[src/rtl/shift_pkg.sv]
// Shared definitions for the shift arbiter: op and state encodings, plus a bit-reverse helper.
package shift_pkg;

  localparam logic [1:0] SHIFT_SLL  = 2'b00;
  localparam logic [1:0] SHIFT_SRA  = 2'b01;
  localparam logic [1:0] SHIFT_SRL  = 2'b10;
  localparam logic [1:0] SHIFT_PASS = 2'b11;

  typedef enum logic {
    ST_IDLE = 1'b0,
    ST_HOLD = 1'b1
  } state_t;

  function automatic logic [31:0] bit_reverse(input logic [31:0] v);
    logic [31:0] r;
    for (int i = 0; i < 32; i++) begin
      r[i] = v[31-i];
    end
    return r;
  endfunction

endpackage

[src/rtl/shift_unit.sv]
// Combinational 32-bit logarithmic shifter (16/8/4/2/1 stages) for SLL, SRA, SRL and PASS.
module shift_unit
  import shift_pkg::*;
(
  input  logic [1:0]  op,
  input  logic [31:0] data,
  input  logic [4:0]  shamt,
  output logic [31:0] result
);

  logic        fill;
  logic        shift_left;
  logic [5:0][31:0] stage;

  assign shift_left = (op == SHIFT_SLL);
  assign fill       = (op == SHIFT_SRA) ? data[31] : 1'b0;

  // Left shifts run through the same right-shifting ladder on bit-reversed data.
  assign stage[0] = shift_left ? bit_reverse(data) : data;

  generate
    for (genvar gi = 0; gi < 5; gi++) begin : g_stage
      localparam int SH = 16 >> gi;
      assign stage[gi+1] = shamt[4-gi] ? {{SH{fill}}, stage[gi][31:SH]} : stage[gi];
    end
  endgenerate

  always_comb begin
    result = stage[5];
    if (op == SHIFT_PASS) begin
      result = data;
    end else if (shift_left) begin
      result = bit_reverse(stage[5]);
    end
  end

endmodule

[src/rtl/shift_arbiter.sv]
// Round-robin arbiter sharing one shift unit between two requesters, with a single
// registered result slot that can be refilled in the same cycle it is consumed.
module shift_arbiter
  import shift_pkg::*;
#(
  parameter int TAG_W = 4
) (
  input  logic             clock,
  input  logic             reset,
  input  logic [1:0]       req_valid,
  output logic [1:0]       req_ready,
  input  logic [1:0]       req_op0,
  input  logic [1:0]       req_op1,
  input  logic [31:0]      req_data0,
  input  logic [31:0]      req_data1,
  input  logic [4:0]       req_shamt0,
  input  logic [4:0]       req_shamt1,
  input  logic [TAG_W-1:0] req_tag0,
  input  logic [TAG_W-1:0] req_tag1,
  output logic [1:0]       rsp_valid,
  input  logic [1:0]       rsp_ready,
  output logic [31:0]      rsp_result,
  output logic [TAG_W-1:0] rsp_tag
);

  state_t             state_q, state_d;
  logic               owner_q, owner_d;
  logic               last_grant_q, last_grant_d;
  logic [31:0]        result_q, result_d;
  logic [TAG_W-1:0]   tag_q, tag_d;

  logic               free;
  logic               fire;
  logic               accept;
  logic               winner;
  logic [1:0]         sel_op;
  logic [31:0]        sel_data;
  logic [4:0]         sel_shamt;
  logic [TAG_W-1:0]   sel_tag;
  logic [31:0]        shift_out;

  // Only the winning port's payload reaches the shifter, so the loser's inputs are don't-care.
  assign sel_op    = winner ? req_op1    : req_op0;
  assign sel_data  = winner ? req_data1  : req_data0;
  assign sel_shamt = winner ? req_shamt1 : req_shamt0;
  assign sel_tag   = winner ? req_tag1   : req_tag0;

  shift_unit u_shift_unit (
    .op     (sel_op),
    .data   (sel_data),
    .shamt  (sel_shamt),
    .result (shift_out)
  );

  always_comb begin
    fire         = reset && (state_q == ST_HOLD) && rsp_ready[owner_q];
    free         = reset && ((state_q == ST_IDLE) || rsp_ready[owner_q]);
    winner       = (&req_valid) ? ~last_grant_q : req_valid[1];
    accept       = free && (|req_valid);
    req_ready    = accept ? (winner ? 2'b10 : 2'b01) : 2'b00;

    state_d      = state_q;
    owner_d      = owner_q;
    last_grant_d = last_grant_q;
    result_d     = result_q;
    tag_d        = tag_q;

    if (accept) begin
      state_d      = ST_HOLD;
      owner_d      = winner;
      last_grant_d = winner;
      result_d     = shift_out;
      tag_d        = sel_tag;
    end else if (fire) begin
      state_d      = ST_IDLE;
    end
  end

  always_ff @(posedge clock) begin
    if (!reset) begin
      state_q      <= ST_IDLE;
      owner_q      <= 1'b0;
      last_grant_q <= 1'b1;
      result_q     <= '0;
      tag_q        <= '0;
    end else begin
      state_q      <= state_d;
      owner_q      <= owner_d;
      last_grant_q <= last_grant_d;
      result_q     <= result_d;
      tag_q        <= tag_d;
    end
  end

  assign rsp_valid  = (reset && (state_q == ST_HOLD)) ? (owner_q ? 2'b10 : 2'b01) : 2'b00;
  assign rsp_result = result_q;
  assign rsp_tag    = tag_q;

endmodule

[config.mk]
export PLATFORM = sky130hd
export DESIGN_NAME = shift_arbiter
export DESIGN_NICKNAME = d
export VERILOG_FILES = /design/src/rtl/shift_pkg.sv /design/src/rtl/shift_unit.sv /design/src/rtl/shift_arbiter.sv
export SDC_FILE = /design/constraint.sdc
export NUM_CORES = 1
export LEC_CHECK = 0
export ABC_AREA = 1
export BUFFER_PORTS_ARGS = -buffer_cell sky130_fd_sc_hd__buf_4
export CAP_MARGIN = 15
export CORE_UTILIZATION = 50
export DETAILED_ROUTE_END_ITERATION = 8
export PLACE_DENSITY = 0.77
export SETUP_SLACK_MARGIN = 0.5
export SYNTH_ARGS = -nofsm -noshare
export SYNTH_HDL_FRONTEND = slang
export SYNTH_HIERARCHICAL = 1
export SYNTH_SLANG_ARGS = --single-unit
[constraint.sdc]
create_clock -name clock -period 3.2 [get_ports clock]
set_clock_uncertainty 0.05 [all_clocks]
set_input_delay 0.64 -clock clock [delete_from_list [all_inputs] [get_ports clock]]
set_output_delay 0.64 -clock clock [all_outputs]
set_load 0.005 [all_outputs]
==> flow_summary.ini, run 1 <==
[clock_tree]
cts_root_buf = clkbuf_8
cts-buffers-inserted = 5
clkSinkCount = 39
clockBufferDepth = 2
tritoncts = yes
clk_pin_slew_ns = 0.08
cts_htree_levels = 2
post_cts_hold_buffer_count = 0
insertion_delay_of_the_later_clocked_pin_in_the_worst_skew_pair_ns = 0.30

[critical_path]
critical-path-top-delay-family = simple AND/OR/NAND/NOR gates
worstSetupPathType = input pin to flop
cp-start-kind = input pin
cp_cell_sequence = buf_4 > nand2_2 > nand2_4 > buf_12 > nand2_2 > nand2_4 > nor2_4 > buf_12 > clkbuf_16 > nand2_1 > nand3_1 > nand3_1 > nand3_1 > nand3_1 > nand2_2 > nand2_1 > nand3_1 > nand3_1 > nand3_1 > nand2_1
setup.worst_path.end_class = flop
required_ns = 3.34
timing.critical_path.buf_inv = 4
timing.critical_path.slowest_cell_delay_ns = 0.15
critPathArrivalTime_ns = 2.78
r2r.worst_path.cells = 19
cp_common_cell = nand3_1
crit_path_max_fanout = 12
cp.depth = 20
slowest_stage = buf_12

[die]
core_region_area_um2 = 9330
die_h_um = 100
initial_core_utilization = 0.519
die_w_um = 100
rows = 35
number_of_placed_i_o_pins = 132
fp.dieArea_um2 = 10100

[grt]
grt_usage = 0.390
grt_pass1_vias = 6140
grt_remaining_overflow = 0
number_of_antenna_violations_at_the_first_check_in_global_routing = 0
grt_pass1_wl_um = 30800
grt_start_max_net_pins = 42

[sta]
timing.max_slew.rel_slack = 0.711
grt_setup_unrepaired = yes
fmax_mhz = 378
tightestPinTransition_ns = 0.433
final_critical_period_ns = 2.64
tns_ns = 0
final_hold_viol_count = 0
timing.final.crit_share = 0.826
drv_slew = 0
timing.final.setup_violations = 0
setup_ws_ns = 0.558
finalHoldWorstSlack_ns = 0.420

[finish]
num_antenna_cells = 0
syn_to_final_growth_pct = 34.5
seq_cell_area_um2 = 781
post_route_cells_drive_above_1_share = 0.224
layout_common_cells = nand2_1 (375), nand3_1 (350), buf_4 (149)
multi_input_area_um2 = 3800
n_fill_cell = 937
design.final.nets = 1153
mostFrequentLayoutCell = nand2_1
total_non_filler_cell_area_in_the_finished_layout_um2 = 6510
finish.utilization = 0.698

[drt]
vias = 7027
dr.first_iter.drc_count = 935
drt_pre_antenna_iters = 8
routed_wl_um = 20100
remaining_drc_errors = 0
postRouteAntennaNets = 0
routed_via_density = 5.90
routed_wire_length_per_instance_um = 16.9

[synthesis]
post_synth_instance_area_um2 = 4840
yosysTopAreaCell = nand3_1
synth_warnings = 6
synth-seq-cells = 39
synth_area_leaders = nand3_1 (40%), nand2_1 (30%), dfxtp_1 (16%)
synthDominantCellAreaShare = 0.402
sequential_area_share_after_synthesis = 0.161
yosys.cell_types.count = 21
postSynthCellCount = 959
syn_avg_cell_area_um2 = 5.05
synth.net_count = 1051

[pwr]
p_switching_mw = 1.23
cellLeakagePower_nw = 3.64
power.density_cell_area_nw_per_um2 = 410
vdd.ir_drop.worst_uv = 253
power.share.switching = 0.462
seqPwrFrac = 0.230
combinationalPowerShare = 0.603
p_int_mw = 1.44
share_clk_of_total_power = 0.167

[min_path]
worst_hold_path.num_cells = 2
hold_path.class = flop to flop

[job]
drv.max_cap_violation_count = 0

[outcome]
outcome = finished, final reports clean

[placement]
detailed_place.area_um2 = 5990
post_detailed_placement_half_perimeter_wirelength_um = 15000
dp_worst_setup_slack_ns = 0.161
number_of_i_o_port_buffers = 131
place_congestion = 0.975
## stage by stage
step                total power, mW  std cells
global route                   2.85       1191
floorplan                      1.54        959
global placement               2.08       1175
CTS                            2.53       1183
finish                         2.67       1191
detailed placement             2.09       1175
## Yosys cell counts
master,number
nand2_1,386
dfxtp_1,39
inv_2,4
buf_4,6
inv_1,45
a21oi_1,2
nand3_1,389
nand2_2,2
or2_2,1
nand2_4,1
nor3_2,1
nand4_1,1
nand3_2,1
nor2_1,13
nor2_2,1
buf_2,28
buf_1,19
clkbuf_1,17
nor2_8,1
buf_6,1
o211ai_1,1
## layout make-up
class / count / share of cell area
Multi-Input combinational cell: 800 / 0.584
Timing Repair Buffer: 166 / 0.224
Sequential cell: 39 / 0.120
Inverter: 49 / 0.0286
Tap cell: 129 / 0.0248
Clock buffer: 6 / 0.0127
Clock inverter: 2 / 0.00538
## kinds of logic (layout without fill, tap and decap cells)
group	after synthesis	count (layout)	share of synthesized area
and+or+nand+nor	797	797	0.729
buffers and inverters	120	223	0.106
DFF	39	39	0.161
AOI/OAI and AO/OA	3	3	0.00362
## path summary, 6_finish.rpt
path	start	end	slack [ns]
worst min-delay path	rsp_result[19]	rsp_result[19]	0.42
worst min register to register	rsp_result[19]	rsp_result[19]	0.42
worst max register to register	last_grant_q	rsp_result[9]	0.66
worst max-delay path	req_valid[0]	rsp_result[5]	0.56
## routing by layer
metal,vias up,track usage,part of all wire
li1,3376,-,-
met1,3114,0.535,0.40
met2,464,0.593,0.44
met3,73,0.0696,0.11
met4,0,0.179,0.043
met5,-,0,0
## flip-flops by register name (all words and copies together), names as in the netlist
register      count
last_grant_q      1
rsp_tag           4
rsp_result       32
state_q           1
owner_q           1
## repair_timing
action | CTS | global route
cloned | 0 | 5
resized for setup | 2 | 55
buffers inserted | 0 | 3
pin swaps | 0 | 1
endpoints found under the setup margin | 6 | 32
## worst reg2reg max path, cell delays in order (launching register included)
cell	delay, ns
dfxtp_1	0.35
nand2_2	0.07
nand2_4	0.10
buf_12	0.14
nand2_1	0.07
nand2_2	0.13
inv_2	0.07
nand2_2	0.14
clkbuf_16	0.19
nand2_1	0.08
nand3_1	0.14
nand3_1	0.11
nand3_1	0.15
nand3_1	0.09
nand2_1	0.14
nand2_1	0.09
nand3_1	0.10
nand3_1	0.09
nand3_1	0.10
nand2_1	0.05
## power by group through the flow
stage               combinational [mW]  clock (mW)  sequential [mW]
floorplan                        0.921           0            0.621
global route                      1.76       0.467            0.624
global placement                  1.45           0            0.623
finish                            1.61       0.446            0.615
detailed placement                1.46           0            0.624
CTS                               1.47       0.446            0.614
Power figures use the tool's default switching activity.
==> run 2, diff against run 1 <==
Clock period 3.2 ns to 2.7 ns, I/O delays scaled along.
==> run 2 against run 1 <==
Against the previous run:
- via count grew 4.5%
- sequential cell count is the same
- register-to-register slack lost 0.39 ns
- setup slack lost 0.31 ns
- worst hold slack lost 0.0027 ns
==> flow_summary.ini, run 2 (same netlist as run 1, synthesis figures left out) <==
[drt]
routed_wl_um = 20800
postRouteAntennaNets = 0
drt_pre_antenna_iters = 8
remaining_drc_errors = 0
routedLengthMet1_um = 8060
detailroute.wirelength.met2_um = 9270
dr.first_iter.drc_count = 1120
dr_wl_met3_um = 2400
routed_via_density = 5.94
topRoutingLayerUsed = met4
vias = 7341
routed_wire_length_per_instance_um = 16.9

[finish]
layout_common_cells = nand2_1 (363), nand3_1 (350), buf_4 (186)
mostFrequentLayoutCell = nand2_1
design.final.nets = 1197
largest_register_ffs = 32
syn_to_final_growth_pct = 43.4
num_antenna_cells = 0
n_fill_cell = 841
post_route_cells_drive_above_1_share = 0.267
total_non_filler_cell_area_in_the_finished_layout_um2 = 6940

[die]
number_of_placed_i_o_pins = 132
core_region_area_um2 = 9330
fp.dieArea_um2 = 10100
die_h_um = 100
die_w_um = 100
rows = 35
initial_core_utilization = 0.519

[critical_path]
worstSetupPathType = input pin to flop
regToRegStartpoint = last_grant_q
r2r.worst_path.cells = 18
crit_path_max_fanout = 6
required_ns = 2.85
worst-r2r-setup-slack_ns = 0.27
setup.worst_path.end_class = flop
worstReg2RegEnd = rsp_result[13]
critPathArrivalTime_ns = 2.60
cp-start-kind = input pin

[sta]
timing.max_slew.rel_slack = 0.695
timing.final.setup_violations = 0
final_hold_viol_count = 0
grt_setup_unrepaired = yes
fmax_mhz = 408
drv_slew = 0
tns_ns = 0
finalHoldWorstSlack_ns = 0.417
final_critical_period_ns = 2.45
timing.final.crit_share = 0.907
tightestPinTransition_ns = 0.457

[pwr]
vdd.ir_drop.worst_uv = 253
power.share.switching = 0.460
power.density_cell_area_nw_per_um2 = 470
combinationalPowerShare = 0.625
cellLeakagePower_nw = 3.86
share_clk_of_total_power = 0.151
seqPwrFrac = 0.224
p_int_mw = 1.76
design_power_total_mw = 3.26
p_switching_mw = 1.50

[clock_tree]
clockBufferDepth = 2
clk_pin_slew_ns = 0.08
post_cts_hold_buffer_count = 0
clkSinkCount = 39
insertion_delay_of_the_later_clocked_pin_in_the_worst_skew_pair_ns = 0.29
cts_root_buf = clkbuf_8
cts-buffers-inserted = 5
tritoncts = yes
cts_htree_levels = 2

[placement]
post_detailed_placement_half_perimeter_wirelength_um = 15200
detailed_place.area_um2 = 6340
place_congestion = 1.01
number_of_i_o_port_buffers = 131

[min_path]
hold_path.class = flop to flop
hold_path_startpoint = rsp_result[18]
worst_hold_path.endpoint = rsp_result[18]
worst_hold_path.num_cells = 2

[job]
drv.max_cap_violation_count = 0

[grt]
grt_pass1_vias = 6471
grt_remaining_overflow = 0
grt_pass1_wl_um = 32200
grt_usage = 0.407
grt_start_max_net_pins = 42
number_of_antenna_violations_at_the_first_check_in_global_routing = 0

[outcome]
outcome = finished, final reports clean
==> run 2: cell count changes in the layout (fill, tap and decap cells not counted), sizes merged <==
cell and delta:
buf +44, clkbuf -4, nand2 +2, clkinv +1, nor2 +1
==> run 2: final cells by class <==
| class | instances | area [µm²] | share of cell area |
|---|---|---|---|
| well taps | 129 | 161 | 0.0233 |
| inverters | 49 | 191 | 0.0276 |
| flip-flops and latches | 39 | 785 | 0.113 |
| clock inverters | 3 | 43.8 | 0.00631 |
| repair buffers | 207 | 1790 | 0.258 |
| clock buffers | 5 | 68.8 | 0.00991 |
| multi-input cells | 803 | 3900 | 0.562 |
==> run 2: critical path: stages <==
cell     delay, ns
buf_4         0.13
nand2_8       0.08
nand2_8       0.08
buf_4         0.14
buf_4         0.14
nand2_1       0.05
nand2_1       0.11
inv_1         0.14
nand2_1       0.09
nand3_1       0.12
nand3_1       0.17
nand3_1       0.17
nand3_1       0.10
nand2_2       0.11
nand2_1       0.07
nand3_1       0.09
nand3_1       0.10
nand3_1       0.11
nand2_1       0.05
==> run 2: through the flow <==
stage	util	worst slack, ns	instances
global route	0.744	0.0955	1235
CTS	0.732	0.370	1232
finish	0.744	0.251	1235
global placement	0.680	-0.0555	1214
detailed placement	0.680	-0.0778	1214
floorplan	-	0.405	959
==> run 2: worst max path at each step <==
stage                           endpoint    startpoint
after floorplan            rsp_result[4]  req_valid[0]
after global placement     rsp_result[7]  req_valid[0]
after detailed placement  rsp_result[17]  req_valid[0]
after CTS                 rsp_result[16]  req_valid[0]
after global routing      rsp_result[20]  last_grant_q
final                     rsp_result[13]  req_valid[0]
==> run 2: power by group through the flow <==
stage / Combinational (mW) / Clock (mW) / Sequential (mW)
2_1_floorplan: 1.13 / 0 / 0.737
3_3_place_gp: 1.80 / 0 / 0.739
3_5_place_dp: 1.82 / 0 / 0.739
4_1_cts: 1.95 / 0.494 / 0.729
5_1_grt: 2.21 / 0.527 / 0.741
6_report: 2.04 / 0.493 / 0.730
==> run 2: what timing repair did <==
action                     CTS  global route
gates cloned                 6             1
setup endpoints to repair   34            32
pin swaps                    9             0
buffers inserted             4             2
gates resized for setup     56            19
==> run 2: layer usage <==
layer | track usage | vias to the layer above
met5 | 0 | -
met4 | 0.174 | 0
met3 | 0.0696 | 87
met2 | 0.638 | 550
met1 | 0.550 | 3234
li1 | - | 3470
